### config.mk
export PLATFORM = sky130hd
export DESIGN_NAME = bcam_match_resolver_flat
export DESIGN_NICKNAME = d
export VERILOG_FILES = /design/src/rtl/bcam_match_resolver_pkg.sv /design/src/rtl/bcam_match_resolver_if.sv /design/src/rtl/bcam_match_resolver_prio_enc.sv /design/src/rtl/bcam_match_resolver.sv /design/src/flat_wrapper.sv
export SDC_FILE = /design/constraint.sdc
export NUM_CORES = 1
export LEC_CHECK = 0
export ABC_CLOCK_PERIOD_IN_PS = 4800
export BUFFER_PORTS_ARGS = -buffer_cell sky130_fd_sc_hd__buf_2
export CAP_MARGIN = 20
export CORE_ASPECT_RATIO = 0.9
export CORE_UTILIZATION = 55
export CTS_BUF_LIST = sky130_fd_sc_hd__clkbuf_8
export DETAILED_ROUTE_END_ITERATION = 6
export PLACE_DENSITY = 0.85
export REMOVE_ABC_BUFFERS = 1
export SETUP_SLACK_MARGIN = 0.3
export SLEW_MARGIN = 20
export SYNTH_ARGS = -nofsm -noshare
export SYNTH_HDL_FRONTEND = slang
export SYNTH_SLANG_ARGS = --single-unit
### constraint.sdc
create_clock -name clk -period 4.8 [get_ports clk]
set_input_delay 0.48 -clock clk [delete_from_list [all_inputs] [get_ports clk]]
set_output_delay 0.48 -clock clk [all_outputs]
set_load 0.01 [all_outputs]
### src/rtl/bcam_match_resolver_pkg.sv
`default_nettype none
// ============================================================================
// Module : bcam_pkg
// Brief  : Shared BCAM geometry and match-resolver state encoding.
// Rev    : 1.0
// ============================================================================
package bcam_pkg;

    localparam int DEPTH  = 16;
    localparam int ADDR_W = $clog2(DEPTH);

    localparam int c_ST_W = 2;
    localparam logic [c_ST_W-1:0] c_ST_IDLE = 2'd0;
    localparam logic [c_ST_W-1:0] c_ST_EMIT = 2'd1;
    localparam logic [c_ST_W-1:0] c_ST_MISS = 2'd2;

endpackage
`default_nettype wire

### src/rtl/bcam_match_resolver_if.sv
`default_nettype none
// ============================================================================
// Module : bcam_match_resolver_if
// Brief  : Search-in / hit-out handshake bundle of the BCAM match resolver.
// Rev    : 1.0
// ============================================================================
interface bcam_match_resolver_if #(
    parameter int DEPTH  = bcam_pkg::DEPTH,
    parameter int ADDR_W = bcam_pkg::ADDR_W
);
    logic              search_valid;
    logic              search_ready;
    logic [DEPTH-1:0]  match_vec;
    logic              hit_valid;
    logic              hit_ready;
    logic [ADDR_W-1:0] hit_addr;
    logic              hit_last;
    logic              miss;
    logic [ADDR_W:0]   match_count;

    modport master (
        output search_valid, match_vec, hit_ready,
        input  search_ready, hit_valid, hit_addr, hit_last, miss, match_count
    );

    modport slave (
        input  search_valid, match_vec, hit_ready,
        output search_ready, hit_valid, hit_addr, hit_last, miss, match_count
    );

endinterface
`default_nettype wire

### src/rtl/bcam_match_resolver_prio_enc.sv
`default_nettype none
// ============================================================================
// Module : bcam_prio_enc
// Brief  : Lowest-set-bit encoder with one-hot clear mask and single-bit flag.
// Rev    : 1.0
// ============================================================================
module bcam_prio_enc #(
    parameter int DEPTH  = bcam_pkg::DEPTH,
    parameter int ADDR_W = bcam_pkg::ADDR_W
) (
    input  wire logic [DEPTH-1:0]  i_vec,
    output logic      [ADDR_W-1:0] o_low_idx,
    output logic      [DEPTH-1:0]  o_low_mask,
    output logic                   o_single
);
    import bcam_pkg::*;

    localparam logic [DEPTH-1:0] c_ONE = DEPTH'(1);

    // Scan downward so the lowest set bit is the last (winning) assignment.
    always_comb begin
        o_low_idx = '0;
        for (int i = DEPTH - 1; i >= 0; i--) begin
            if (i_vec[i]) begin
                o_low_idx = ADDR_W'(i);
            end
        end
    end

    assign o_low_mask = i_vec & (~i_vec + c_ONE);
    assign o_single   = (i_vec != '0) && ((i_vec & (i_vec - c_ONE)) == '0);

endmodule
`default_nettype wire

### src/rtl/bcam_match_resolver.sv
`default_nettype none
// ============================================================================
// Module : bcam_match_resolver
// Brief  : Captures a BCAM match vector and streams matching rows low-first.
// Rev    : 1.0
// ============================================================================
module bcam_match_resolver #(
    parameter int DEPTH  = bcam_pkg::DEPTH,
    parameter int ADDR_W = bcam_pkg::ADDR_W
) (
    input  wire logic             clk,
    input  wire logic             rst,
    bcam_match_resolver_if.slave  bus
);
    import bcam_pkg::*;

    logic [c_ST_W-1:0] r_state;
    logic [c_ST_W-1:0] w_state_next;
    logic [DEPTH-1:0]  r_pending;
    logic [ADDR_W:0]   r_match_count;

    logic [ADDR_W-1:0] w_low_idx;
    logic [DEPTH-1:0]  w_low_mask;
    logic              w_single;

    logic              w_search_ready;
    logic              w_hit_valid;
    logic              w_hit_last;
    logic              w_miss;
    logic              w_accept;
    logic              w_beat;

    function automatic logic [ADDR_W:0] f_popcount(input logic [DEPTH-1:0] vec);
        logic [ADDR_W:0] cnt;
        cnt = '0;
        for (int i = 0; i < DEPTH; i++) begin
            cnt = cnt + (ADDR_W + 1)'(vec[i]);
        end
        return cnt;
    endfunction

    bcam_prio_enc #(
        .DEPTH  (DEPTH),
        .ADDR_W (ADDR_W)
    ) u_prio_enc (
        .i_vec      (r_pending),
        .o_low_idx  (w_low_idx),
        .o_low_mask (w_low_mask),
        .o_single   (w_single)
    );

    assign w_accept = bus.search_valid && w_search_ready;
    assign w_beat   = w_hit_valid && bus.hit_ready;

    always_ff @(posedge clk or negedge rst) begin
        if (!rst) begin
            r_state <= c_ST_IDLE;
        end else begin
            r_state <= w_state_next;
        end
    end

    always_comb begin
        w_state_next = r_state;
        case (r_state)
            c_ST_IDLE: begin
                if (w_accept) begin
                    w_state_next = (bus.match_vec == '0) ? c_ST_MISS : c_ST_EMIT;
                end
            end
            c_ST_EMIT: begin
                if (w_beat && w_single) begin
                    w_state_next = c_ST_IDLE;
                end
            end
            c_ST_MISS: w_state_next = c_ST_IDLE;
            default:   w_state_next = c_ST_IDLE;
        endcase
    end

    always_comb begin
        w_search_ready = 1'b0;
        w_hit_valid    = 1'b0;
        w_miss         = 1'b0;
        case (r_state)
            c_ST_IDLE: w_search_ready = 1'b1;
            c_ST_EMIT: w_hit_valid    = 1'b1;
            c_ST_MISS: w_miss         = 1'b1;
            default:   w_search_ready = 1'b0;
        endcase
    end

    // Pending only shrinks on an accepted beat, so stalls keep addr/last stable.
    always_ff @(posedge clk or negedge rst) begin
        if (!rst) begin
            r_pending     <= '0;
            r_match_count <= '0;
        end else if (w_accept) begin
            r_pending     <= bus.match_vec;
            r_match_count <= f_popcount(bus.match_vec);
        end else if (w_beat) begin
            r_pending     <= r_pending & ~w_low_mask;
        end
    end

    assign w_hit_last = w_hit_valid && w_single;

    assign bus.search_ready = w_search_ready;
    assign bus.hit_valid    = w_hit_valid;
    assign bus.hit_addr     = w_low_idx;
    assign bus.hit_last     = w_hit_last;
    assign bus.miss         = w_miss;
    assign bus.match_count  = r_match_count;

endmodule
`default_nettype wire

### src/flat_wrapper.sv
// flat-port wrapper written by rule: the top's interface ports become plain ports
module bcam_match_resolver_flat import bcam_pkg::*;
#(
    parameter int DEPTH  = bcam_pkg::DEPTH,
    parameter int ADDR_W = bcam_pkg::ADDR_W
)
  (clk, rst, bus_search_valid, bus_match_vec, bus_hit_ready, bus_search_ready, bus_hit_valid, bus_hit_addr, bus_hit_last, bus_miss, bus_match_count);
  bcam_match_resolver_if #(.DEPTH(DEPTH), .ADDR_W(ADDR_W)) bus_i ();
  input  wire logic clk;
  input  wire logic rst;
  input wire logic [$bits(bus_i.search_valid)-1:0] bus_search_valid;
  input wire logic [$bits(bus_i.match_vec)-1:0] bus_match_vec;
  input wire logic [$bits(bus_i.hit_ready)-1:0] bus_hit_ready;
  output wire logic [$bits(bus_i.search_ready)-1:0] bus_search_ready;
  output wire logic [$bits(bus_i.hit_valid)-1:0] bus_hit_valid;
  output wire logic [$bits(bus_i.hit_addr)-1:0] bus_hit_addr;
  output wire logic [$bits(bus_i.hit_last)-1:0] bus_hit_last;
  output wire logic [$bits(bus_i.miss)-1:0] bus_miss;
  output wire logic [$bits(bus_i.match_count)-1:0] bus_match_count;
  assign bus_i.search_valid = bus_search_valid;
  assign bus_i.match_vec = bus_match_vec;
  assign bus_i.hit_ready = bus_hit_ready;
  assign bus_search_ready = bus_i.search_ready;
  assign bus_hit_valid = bus_i.hit_valid;
  assign bus_hit_addr = bus_i.hit_addr;
  assign bus_hit_last = bus_i.hit_last;
  assign bus_miss = bus_i.miss;
  assign bus_match_count = bus_i.match_count;
  bcam_match_resolver #(.DEPTH(DEPTH), .ADDR_W(ADDR_W)) u_core (.clk(clk), .rst(rst), .bus(bus_i));
endmodule
# Word-level counts from Yosys, hierarchy flattened
# Cells that the tools add are included.
# word_totals
reg_bits,23
ramBits,0
out_inout_bits,13
latchBits,0
rom_bits,0
memories,0
# classes
bitwise_logic,5
n_addsub,17
mux,25
eq_ne,4
shift,0
n_mul,0
div_mod_pow,0
order_cmp,0
n_reduce_logical,11
# op_table
cell,n
$add A5 B1 Y5,14
$mux W4,16
$and A16 B16 Y16,3
$logic_not A16 Y1,2
$mux W16,2
$not A16 Y16,2
$add A16 B1 Y16 const B,1
$reduce_bool A16 Y1,1
$sub A16 B1 Y16 const B,1
$mux W2,3
$logic_and A1 B1 Y1,5
$ne A2 B1 Y1 const B,2
$pmux W2 S2,1
$mux W1,3
$add A1 B1 Y2,1
$eq A2 B1 Y1 const B,1
$eq A2 B2 Y1 const B,1
$logic_not A2 Y1,1
$reduce_and A2 Y1,1
$reduce_bool A2 Y1,1

# Logic depth before layout (Yosys ltp)
# Gate-level depths: netlist of run 1.
# logic_depth
depth_word,16
depth_mapped,15
mapped_depth_nobuf,15

# Modules after synthesis
# From an unflattened synthesis of run 1, not the netlist that was laid out.
# unflattened
hier_cells,224
area_unflattened_um2,1901.8
# by_module_without_submodules
module,cells_each,n_inst,area_per_inst_um2,seq_area_each_um2
bcam_match_resolver,151,1,1437.6,575.6
bcam_prio_enc,73,1,464.2,0.0

# Least setup slack after synthesis of run 1
# No wires, ideal clock.
# synth_path
path_type,in2reg
start,input bus_match_vec[0]
end,register u_core.r_match_count[4] (netlist: u_core.bus.match_count[4])
path_buffers,0
setup_slack_ps,796
setup_ps,121
arrival_ps,3883
t_required_ps,4679
path_stages,13
path_cell_list,inv_1 > ha_1 > inv_1 > fa_1 > fa_1 > fa_1 > fa_1 > inv_1 > fa_1 > fa_1 > a21oi_1 > nor2_1 > a22o_1
# synth_between
elab_chain_len,15
# synth_lines
element,line,source
from (decl),flat_wrapper.sv:12,input wire logic [$bits(bus_i.match_vec)-1:0] bus_match_vec;
$add A1 B1 Y2,bcam_match_resolver.sv:37,cnt = cnt + (ADDR_W + 1)'(vec[i]);
$add A5 B1 Y5 (14 in a row),bcam_match_resolver.sv:37,
to (signal assigned),bcam_match_resolver.sv:100,r_match_count <= f_popcount(bus.match_vec);
to (decl),bcam_match_resolver.sv:20,logic [ADDR_W:0] r_match_count;
# Every way passes these cells.
# A chain may end at the register's enable or synchronous reset.

# Worst setup path after layout of run 1
# Same ends and word-level chain as after synthesis.

==> results.sh, run 1 <==
export IMPL_path_cells="buf_2 -> inv_1 -> ha_1 -> inv_1 -> fa_1 -> fa_1 -> fa_1 -> fa_1 -> inv_1 -> fa_1 -> fa_1 -> a21oi_1 -> nor2_1 -> a22o_1"
export IMPL_finalCoreUtilization_pct=64.9
export IMPL_cp_arrival_ns=4.22
export IMPL_reg2regPathDepth=6
export IMPL_max_slew_margin_rel_pct=50.4
export IMPL_setup_violations_final=0
export IMPL_place_congestion=0.861
export IMPL_die_y_um=55.9
export IMPL_cp_slowest_cell="fa_1"
export IMPL_ys_types=41
export IMPL_cp_num_buf_inv=4
export IMPL_avgSynthCellArea_um2=8.47
export IMPL_antennaDiodeCount=0
export IMPL_status="complete, no violations"
export IMPL_dpl_cell_count=274
export IMPL_die_w_um=61.9
export IMPL_power_density_nw_per_um2=665
export IMPL_design_area_um2=1990
export IMPL_synth_seq_cells=23
export IMPL_routed_wl_um=3990
export IMPL_max_stage_delay_ns=0.52
export IMPL_ir_drop_v=0.000318
export IMPL_drt_pass1_iter_count=4
export IMPL_finalWorstPathRequiredPeriod_ns=4.06
export IMPL_drv_cap=0
export IMPL_fillerInstances=255
export IMPL_path_common_cell="fa_1"
export IMPL_cts_path_max_buffers=2
export IMPL_rsz0062_at_grt="no"
export IMPL_cts_setup_buffers=0
export IMPL_ctsHoldBuffers=0
export IMPL_ios=33
export IMPL_antenna_found_initial=0
export IMPL_drive_above_1_share_pct=17.8
export IMPL_core_area_um2=3070
export IMPL_instances_no_fill=278
export IMPL_clkSinkCount=23
export IMPL_vias_per_cell=5.75
export IMPL_ys_warn_count=0
export IMPL_clk_pin_slew_ns=0.08
export IMPL_hold_path_class="in -> async"
export IMPL_hpwl_um=3080
export IMPL_final_period_utilization_pct=84.6
export IMPL_cts_root_buf="clkbuf_8"
export IMPL_whs_ns=0.171
export IMPL_drv_slew=0
export IMPL_crit_type="in -> reg"
export IMPL_leakage_nw=0.996
export IMPL_clock_fmax_mhz=246
export IMPL_htreeDepth=1
export IMPL_ys_async_sr_fraction_pct=100
export IMPL_finClkSkew_ns=0.00362
export IMPL_syn_area_um2=1780
export IMPL_ys_seq_area_share_pct=32.4
export IMPL_cp_end_kind="flop"
export IMPL_initial_core_util_pct=58.0
export IMPL_cts_tree="done"
export IMPL_port_buffers=32
export IMPL_drtIter0Drc=97
export IMPL_post_cts_resized=0
export IMPL_path_depth=14
export IMPL_synth_edff_count=0
export IMPL_wl_per_cell_um=14.3
export IMPL_grt_usage_pct=27.4
export IMPL_critPathMaxFanout=2
export IMPL_tightest_slew_ns=0.742
export IMPL_vias=1599
export IMPL_cts_made_buffers=3
export IMPL_ant_nets=0
export IMPL_critPathLaunchType="primary input"
export IMPL_remaining_drc_errors=0
export IMPL_fin_setup_tns_ns=0
export IMPL_place_area_um2=1940
export IMPL_synthCells=210
export IMPL_clock_latency_ns=0.27
export IMPL_synth_ff_type="dfrtp_1"
export IMPL_grt_max_degree=27
export IMPL_grt_pass1_wl_um=6900
export IMPL_num_rows=19
export IMPL_syn2layout_area_growth_pct=12.0
export IMPL_cp_top_family="adder cells"
export IMPL_dieArea_um2=3460
export IMPL_nNetsFinal=274
export IMPL_worst_ep_required_time_ns=4.96
export IMPL_grt_overflow_total=0
export IMPL_grt_pass1_vias=1457
export IMPL_hold_viol=0
[power breakdown]
group / switching (mW) / internal (mW)
logic: 0.436 / 0.355
clock network: 0.0630 / 0.0580
registers: 0.140 / 0.273
total: 0.639 / 0.686
[synth_stat cells, types with 4 or more instances]
cell type  count  area [um^2]
nor4_1         4         25.0
clkbuf_1       8         30.0
a21oi_1       10         50.1
o21ai_0       25          125
fa_1          10          200
ha_1           7         87.6
dfrtp_1       23          576
nor2_1        16         60.1
inv_1         29          109
o22ai_1        6         37.5
nand2_1       25         93.8
nor3_1         6         30.0
a22o_1         4         35.0
[logic make-up after synthesis]
| kind of cell | after synthesis | share of synthesized area [%] |
|---|---|---|
| multiplexers | 1 | 0.563 |
| XOR/XNOR | 2 | 0.985 |
| buffers and inverters | 39 | 8.73 |
| adder cells (fa/ha/maj) | 18 | 16.8 |
| AND/OR/NAND/NOR | 69 | 20.7 |
| flip-flops | 23 | 32.4 |
| AO/OA/AOI/OAI | 58 | 19.8 |
[path summary, 6_finish.rpt]
kind | start | endpoint | slack [ns]
min in group clk | u_core.bus.match_count[3] | u_core.bus.match_count[3] | 0.48
setup / recovery | bus_match_vec[0] | u_core.bus.match_count[4] | 0.74
hold / removal | rst | u_core.r_pending[9] | 0.17
hold reg to reg | u_core.bus.match_count[3] | u_core.bus.match_count[3] | 0.48
max in group asynchronous | rst | u_core.r_pending[6] | 4.29
setup reg to reg | u_core.r_pending[2] | u_core.r_state[0] | 2.62
[flip-flops by register name (all words and copies together) (netlist names)]
signal	count
u_core.bus.match_count	5
u_core.r_pending	16
u_core.r_state	2
[metrics by stage]
step,setup WS (ns),power [mW]
3_3_place_gp,0.622,1.17
2_1_floorplan,0.780,0.968
6_report,0.739,1.32
5_1_grt,0.588,1.46
4_1_cts,0.728,1.32
3_5_place_dp,0.498,1.19
[per-layer routing]
layer | vias to the layer above | routed length, um | GRT usage, %
li1 | 774 | - | -
met5 | - | 0 | 0
met4 | 0 | 87 | 9.21
met3 | 13 | 257 | 5.35
met2 | 69 | 1830 | 38.6
met1 | 743 | 1810 | 42.3
[cell type report]
class | instances | area, um^2 | area share [%]
multi-input combinational | 148 | 1050 | 52.6
sequential | 23 | 576 | 28.9
timing repair buffer | 32 | 160 | 8.05
inverter | 29 | 109 | 5.47
tap | 42 | 52.6 | 2.64
clock buffer | 3 | 41.3 | 2.07
clock inverter | 1 | 5.00 | 0.251
[layout by cell type, fill, tap and decap left out, drive strengths merged, types with 4 or more instances in the layout]
master  synthesis  routed
a22o            4       4
o21ai          26      26
fa             10      10
dfrtp          23      23
nor3            6       6
a21oi          10      10
inv            29      29
nor4            6       6
ha              7       7
nand2          25      25
nor2           16      16
o22ai           6       6
buf             2      32
Power figures use the tool's default switching activity.
==> run 2: changes to the inputs <==
--- a/config.mk
+++ b/config.mk
@@ -5,7 +5,7 @@
 export SDC_FILE = /design/constraint.sdc
 export NUM_CORES = 1
 export LEC_CHECK = 0
-export ABC_CLOCK_PERIOD_IN_PS = 4800
+export ABC_CLOCK_PERIOD_IN_PS = 4200
 export BUFFER_PORTS_ARGS = -buffer_cell sky130_fd_sc_hd__buf_2
 export CAP_MARGIN = 20
 export CORE_ASPECT_RATIO = 0.9
==> constraint.sdc (replaced) <==
create_clock -name clk -period 4.2 [get_ports clk]
set_input_delay 0.42 -clock clk [delete_from_list [all_inputs] [get_ports clk]]
set_output_delay 0.42 -clock clk [all_outputs]
set_load 0.01 [all_outputs]
==> run 2 against run 1 <==
Against the previous run:
- clock power is 12% higher
- critical path type unchanged
- largest power group unchanged
- highest routed layer unchanged
- flip-flop and latch count unchanged
- combinational power grew 14%
- critical endpoint is now u_core.bus.match_count[2]
==> results.sh, run 2 (synthesized netlist as in run 1, its figures left out) <==
export IMPL_clkSinkCount=23
export IMPL_design_area_um2=1990
export IMPL_cp_arrival_ns=3.94
export IMPL_max_stage_delay_ns=0.53
export IMPL_cp_end_kind="flop"
export IMPL_vias=1589
export IMPL_drv_cap=0
export IMPL_final_period_utilization_pct=91.5
export IMPL_fillerInstances=260
export IMPL_die_y_um=55.9
export IMPL_final_cell_mix="buf_2, inv_1, nand2_1, o21ai_0, dfrtp_1"
export IMPL_leakage_nw=0.996
export IMPL_cts_path_max_buffers=2
export IMPL_regMostFlops="u_core.r_pending"
export IMPL_antennaDiodeCount=0
export IMPL_ios=33
export IMPL_vias_per_cell=5.72
export IMPL_place_area_um2=1940
export IMPL_num_rows=19
export IMPL_core_area_um2=3070
export IMPL_hold_viol=0
export IMPL_grt_max_degree=27
export IMPL_die_w_um=61.9
export IMPL_grt_pass1_vias=1406
export IMPL_initial_core_util_pct=58.0
export IMPL_dieArea_um2=3460
export IMPL_max_slew_margin_rel_pct=48.3
export IMPL_cts_made_buffers=3
export IMPL_critPathMaxFanout=2
export IMPL_crit_type="in -> reg"
export IMPL_ant_nets=0
export IMPL_finClkSkew_ns=0.00144
export IMPL_hold_path_class="in -> async"
export IMPL_wl_per_cell_um=14.2
export IMPL_clock_latency_ns=0.27
export IMPL_critPathLaunchType="primary input"
export IMPL_clock_fmax_mhz=260
export IMPL_drtIter0Drc=124
export IMPL_tightest_slew_ns=0.774
export IMPL_finalWorstPathRequiredPeriod_ns=3.84
export IMPL_path_cells="buf_2 -> inv_1 -> ha_1 -> inv_1 -> fa_1 -> fa_1 -> fa_1 -> fa_1 -> inv_1 -> fa_2 -> fa_2 -> xnor2_1 -> o21ai_0"
export IMPL_port_buffers=32
export IMPL_cts_root_buf="clkbuf_8"
export IMPL_instances_no_fill=278
export IMPL_cts_setup_buffers=0
export IMPL_hpwl_um=3080
export IMPL_drive_above_1_share_pct=18.2
export IMPL_htreeDepth=1
export IMPL_routed_wl_um=3940
export IMPL_grt_overflow_total=0
export IMPL_clk_pin_slew_ns=0.08
export IMPL_path_common_cell="fa_1"
export IMPL_cp_top_family="adder cells"
export IMPL_grt_usage_pct=26.6
export IMPL_syn2layout_area_growth_pct=12.2
export IMPL_antenna_found_initial=0
export IMPL_cts_tree="done"
export IMPL_power_density_nw_per_um2=757
export IMPL_largest_reg_flops=16
export IMPL_grt_pass1_wl_um=6600
export IMPL_cp_num_buf_inv=4
export IMPL_drt_pass1_iter_count=4
export IMPL_remaining_drc_errors=0
export IMPL_worst_ep_required_time_ns=4.30
export IMPL_rsz0062_at_grt="yes"
export IMPL_cp_slowest_cell="fa_1"
export IMPL_drv_slew=0
export IMPL_fin_setup_tns_ns=0
export IMPL_setup_violations_final=0
export IMPL_final_common_cell="buf_2"
export IMPL_ir_drop_v=0.000324
export IMPL_place_congestion=0.860
export IMPL_status="complete, no violations"
export IMPL_nNetsFinal=274
export IMPL_dpl_cell_count=274
## run 2: through the flow
| step | hold WS (ns) | utilization (%) | setup WS (ns) | total power, mW |
|---|---|---|---|---|
| 6_report | 0.119 | 65.0 | 0.358 | 1.51 |
| 5_1_grt | 0.151 | 65.0 | 0.276 | 1.66 |
| 4_1_cts | 0.133 | 65.0 | 0.304 | 1.50 |
| 3_5_place_dp | 0.419 | 63.4 | -0.0490 | 1.36 |
| 3_3_place_gp | 0.417 | 63.4 | 0.0818 | 1.34 |
| 2_1_floorplan | 0.124 | - | 0.240 | 1.11 |
## run 2: layer usage
| metal | track usage, % | routed length [um] |
|---|---|---|
| met5 | 0 | 0 |
| met4 | 10.8 | 71 |
| met3 | 4.42 | 295 |
| met2 | 37.5 | 1810 |
| met1 | 40.5 | 1770 |
## run 2: final timing paths
kind	cells past startpoint	from	slack [ns]	to
min in group clk	3	bus_match_vec[1]	0.44	u_core.r_pending[1]
max	13	bus_match_vec[0]	0.36	u_core.bus.match_count[2]
min	1	rst	0.12	u_core.r_pending[9]
max reg2reg	6	u_core.r_pending[2]	2.01	u_core.r_state[0]
max in group asynchronous	1	rst	3.73	u_core.r_pending[5]
min reg2reg	2	u_core.bus.match_count[3]	0.48	u_core.bus.match_count[3]
## run 2: repair_timing
| item | CTS | global route |
|---|---|---|
| endpoints found under the setup margin | 1 | 3 |
| resized for setup | 1 | 1 |
| hold buffers | 0 | 0 |
| pin swaps | 0 | 1 |
## run 2: where the power goes
| group | switching, mW | internal, mW | leakage (nW) | total [mW] |
|---|---|---|---|---|
| sequential | 0.161 | 0.312 | 0.299 | 0.473 |
| clock | 0.0704 | 0.0654 | 0.0269 | 0.136 |
| combinational | 0.496 | 0.405 | 0.670 | 0.901 |
| total | 0.728 | 0.782 | 0.996 | 1.51 |
## run 2: layout make-up
cell class	count	area [um^2]	share of cell area, %
multi-input cells	148	1050	52.8
clock inverters	1	3.75	0.188
well taps	42	52.6	2.63
inverters	29	109	5.46
flip-flops and latches	23	576	28.9
repair buffers	32	160	8.03
clock buffers	3	41.3	2.07
==> run 3: changes to the inputs <==
--- a/config.mk
+++ b/config.mk
@@ -10,7 +10,7 @@
 export CAP_MARGIN = 20
 export CORE_ASPECT_RATIO = 0.9
 export CORE_UTILIZATION = 55
-export CTS_BUF_LIST = sky130_fd_sc_hd__clkbuf_8
+export CTS_BUF_LIST = sky130_fd_sc_hd__clkbuf_16
 export DETAILED_ROUTE_END_ITERATION = 6
 export PLACE_DENSITY = 0.85
 export REMOVE_ABC_BUFFERS = 1
==> run 3 against run 2 <==
Against the previous run:
- sequential share of layout area down 0.71 points
- clock power up 52%
- die area unchanged
- largest power group unchanged
- register-to-register slack about the same
- global-route usage up 0.83 points
- non-clock buffer count unchanged
- worst setup slack worse by 0.011 ns
- count of clock-buffer cells in the layout unchanged
- cell count unchanged
- flip-flop and latch count unchanged
- largest cell class unchanged
- final area up 2.5%
==> results.sh, run 3 (synthesized netlist as in run 1, its figures left out) <==
export IMPL_port_buffers=32
export IMPL_path_cells="buf_2 -> inv_2 -> ha_4 -> inv_2 -> fa_1 -> fa_1 -> fa_1 -> fa_1 -> inv_1 -> fa_2 -> fa_2 -> xnor2_1 -> o21ai_0"
export IMPL_ios=33
export IMPL_setup_violations_final=0
export IMPL_critPathLaunchType="primary input"
export IMPL_reg2regPathDepth=6
export IMPL_whs_ns=0.125
export IMPL_final_cell_mix="buf_2, inv_1, nand2_1, o21ai_0, dfrtp_1"
export IMPL_final_common_cell="buf_2"
export IMPL_ant_nets=0
export IMPL_rr_startpoint="u_core.r_pending[2]"
export IMPL_grt_pass1_vias=1406
export IMPL_place_congestion=0.860
export IMPL_syn2layout_area_growth_pct=15.0
export IMPL_critPathMaxFanout=2
export IMPL_tightest_slew_ns=0.786
export IMPL_clk_pin_slew_ns=0.06
export IMPL_timing_reg2reg_setup_slack_ns=2.02
export IMPL_clkSinkCount=23
export IMPL_dieArea_um2=3460
export IMPL_largest_reg_flops=16
export IMPL_max_stage_delay_ns=0.54
export IMPL_power_density_nw_per_um2=784
export IMPL_finalWorstSetupSlack_ns=0.347
export IMPL_preCtsSetupSlack_ns=-0.0490
export IMPL_cp_slowest_cell="fa_1"
export IMPL_finClkSkew_ns=0.00240
export IMPL_regMostFlops="u_core.r_pending"
export IMPL_status="complete, no violations"
export IMPL_leakage_nw=1.01
export IMPL_cp_num_buf_inv=4
export IMPL_grt_max_degree=27
export IMPL_num_rows=19
export IMPL_cts_tree="done"
export IMPL_rsz0062_at_grt="yes"
export IMPL_cp_arrival_ns=3.94
export IMPL_remaining_drc_errors=0
export IMPL_clock_latency_ns=0.26
export IMPL_die_y_um=55.9
export IMPL_hold_path_class="in -> async"
export IMPL_die_w_um=61.9
export IMPL_nNetsFinal=274
export IMPL_drt_pass1_iter_count=5
export IMPL_grt_pass1_wl_um=6740
export IMPL_ir_drop_v=0.000357
export IMPL_hpwl_um=3080
export IMPL_routed_wl_um=4200
export IMPL_final_period_utilization_pct=91.7
export IMPL_initial_core_util_pct=58.0
export IMPL_cp_top_family="adder cells"
export IMPL_drv_slew=0
export IMPL_htreeDepth=1
export IMPL_worst_ep_required_time_ns=4.29
export IMPL_cts_path_max_buffers=2
export IMPL_core_area_um2=3070
export IMPL_grt_overflow_total=0
export IMPL_vias_per_cell=5.86
export IMPL_max_slew_margin_rel_pct=47.5
export IMPL_cts_made_buffers=3
export IMPL_drive_above_1_share_pct=20.3
export IMPL_wl_per_cell_um=15.1
export IMPL_antennaDiodeCount=0
export IMPL_drv_cap=0
export IMPL_timing_rr_end="u_core.r_state[0]"
export IMPL_grt_usage_pct=27.4
export IMPL_clock_fmax_mhz=260
export IMPL_finalWorstPathRequiredPeriod_ns=3.85
export IMPL_path_common_cell="fa_1"
export IMPL_drtIter0Drc=172
export IMPL_crit_type="in -> reg"
export IMPL_antenna_found_initial=0
export IMPL_cp_end_kind="flop"
export IMPL_cts_setup_buffers=0
export IMPL_vias=1628
export IMPL_cts_root_buf="clkbuf_16"
export IMPL_power_total_mw=1.60
export IMPL_hold_viol=0
-- run 3: cell types whose count changed in the layout (fill, tap and decap cells not counted) --
cell,delta
clkbuf_16,+3
ha_1,-1
clkbuf_8,-3
inv_1,-3
a21oi_2,+1
ha_4,+1
inv_2,+3
a21oi_1,-1
-- run 3: final cells by class --
cell class	count	area, um^2
Fill cell	239	1020
Tap cell	42	52.6
Multi-Input combinational cell	148	1070
Clock inverter	1	3.75
Sequential cell	23	576
Inverter	29	109
Clock buffer	3	75.1
Timing Repair Buffer	32	160
-- run 3: how the worst max path moves through the flow --
stage          cells after the start              from                         to
6_report                          13  bus_match_vec[0]  u_core.bus.match_count[2]
5_1_grt                           13  bus_match_vec[0]  u_core.bus.match_count[2]
4_1_cts                           14  bus_match_vec[0]  u_core.bus.match_count[4]
3_5_place_dp                      14  bus_match_vec[0]  u_core.bus.match_count[4]
3_3_place_gp                      14  bus_match_vec[0]  u_core.bus.match_count[4]
2_1_floorplan                     13  bus_match_vec[0]  u_core.bus.match_count[4]
-- run 3: metrics by stage --
step	util, %	TNS [ns]	cells	cell area, um^2
finish	66.7	0	278	2040
floorplan	-	0	200	1730
CTS	66.1	0	278	2030
global route	66.7	0	278	2040
global placement	63.4	0	274	1940
detailed placement	63.4	-0.0490	274	1940
-- run 3: what timing repair did --
| item | 4_1_cts | 5_1_grt |
|---|---|---|
| endpoints found under the hold margin | 0 | 0 |
| pin swaps | 1 | 0 |
| endpoints found under the setup margin | 2 | 2 |
| hold buffers | 0 | 0 |
| gates resized for setup | 2 | 5 |
-- run 3: per-layer routing --
metal / global-route usage, % / vias up / wire length, um
li1: - / 775 / -
met1: 40.2 / 766 / 1810
met2: 40.2 / 78 / 1970
met3: 5.58 / 9 / 329
met4: 9.52 / 0 / 91
met5: 0 / - / 0
-- run 3: report_power, final --
group          internal, mW  switching [mW]  total (mW)  leakage, nW
Clock                 0.127          0.0798       0.207       0.0423
Combinational         0.410           0.510       0.920        0.667
Sequential            0.313           0.163       0.476        0.299
Total                 0.850           0.753        1.60         1.01
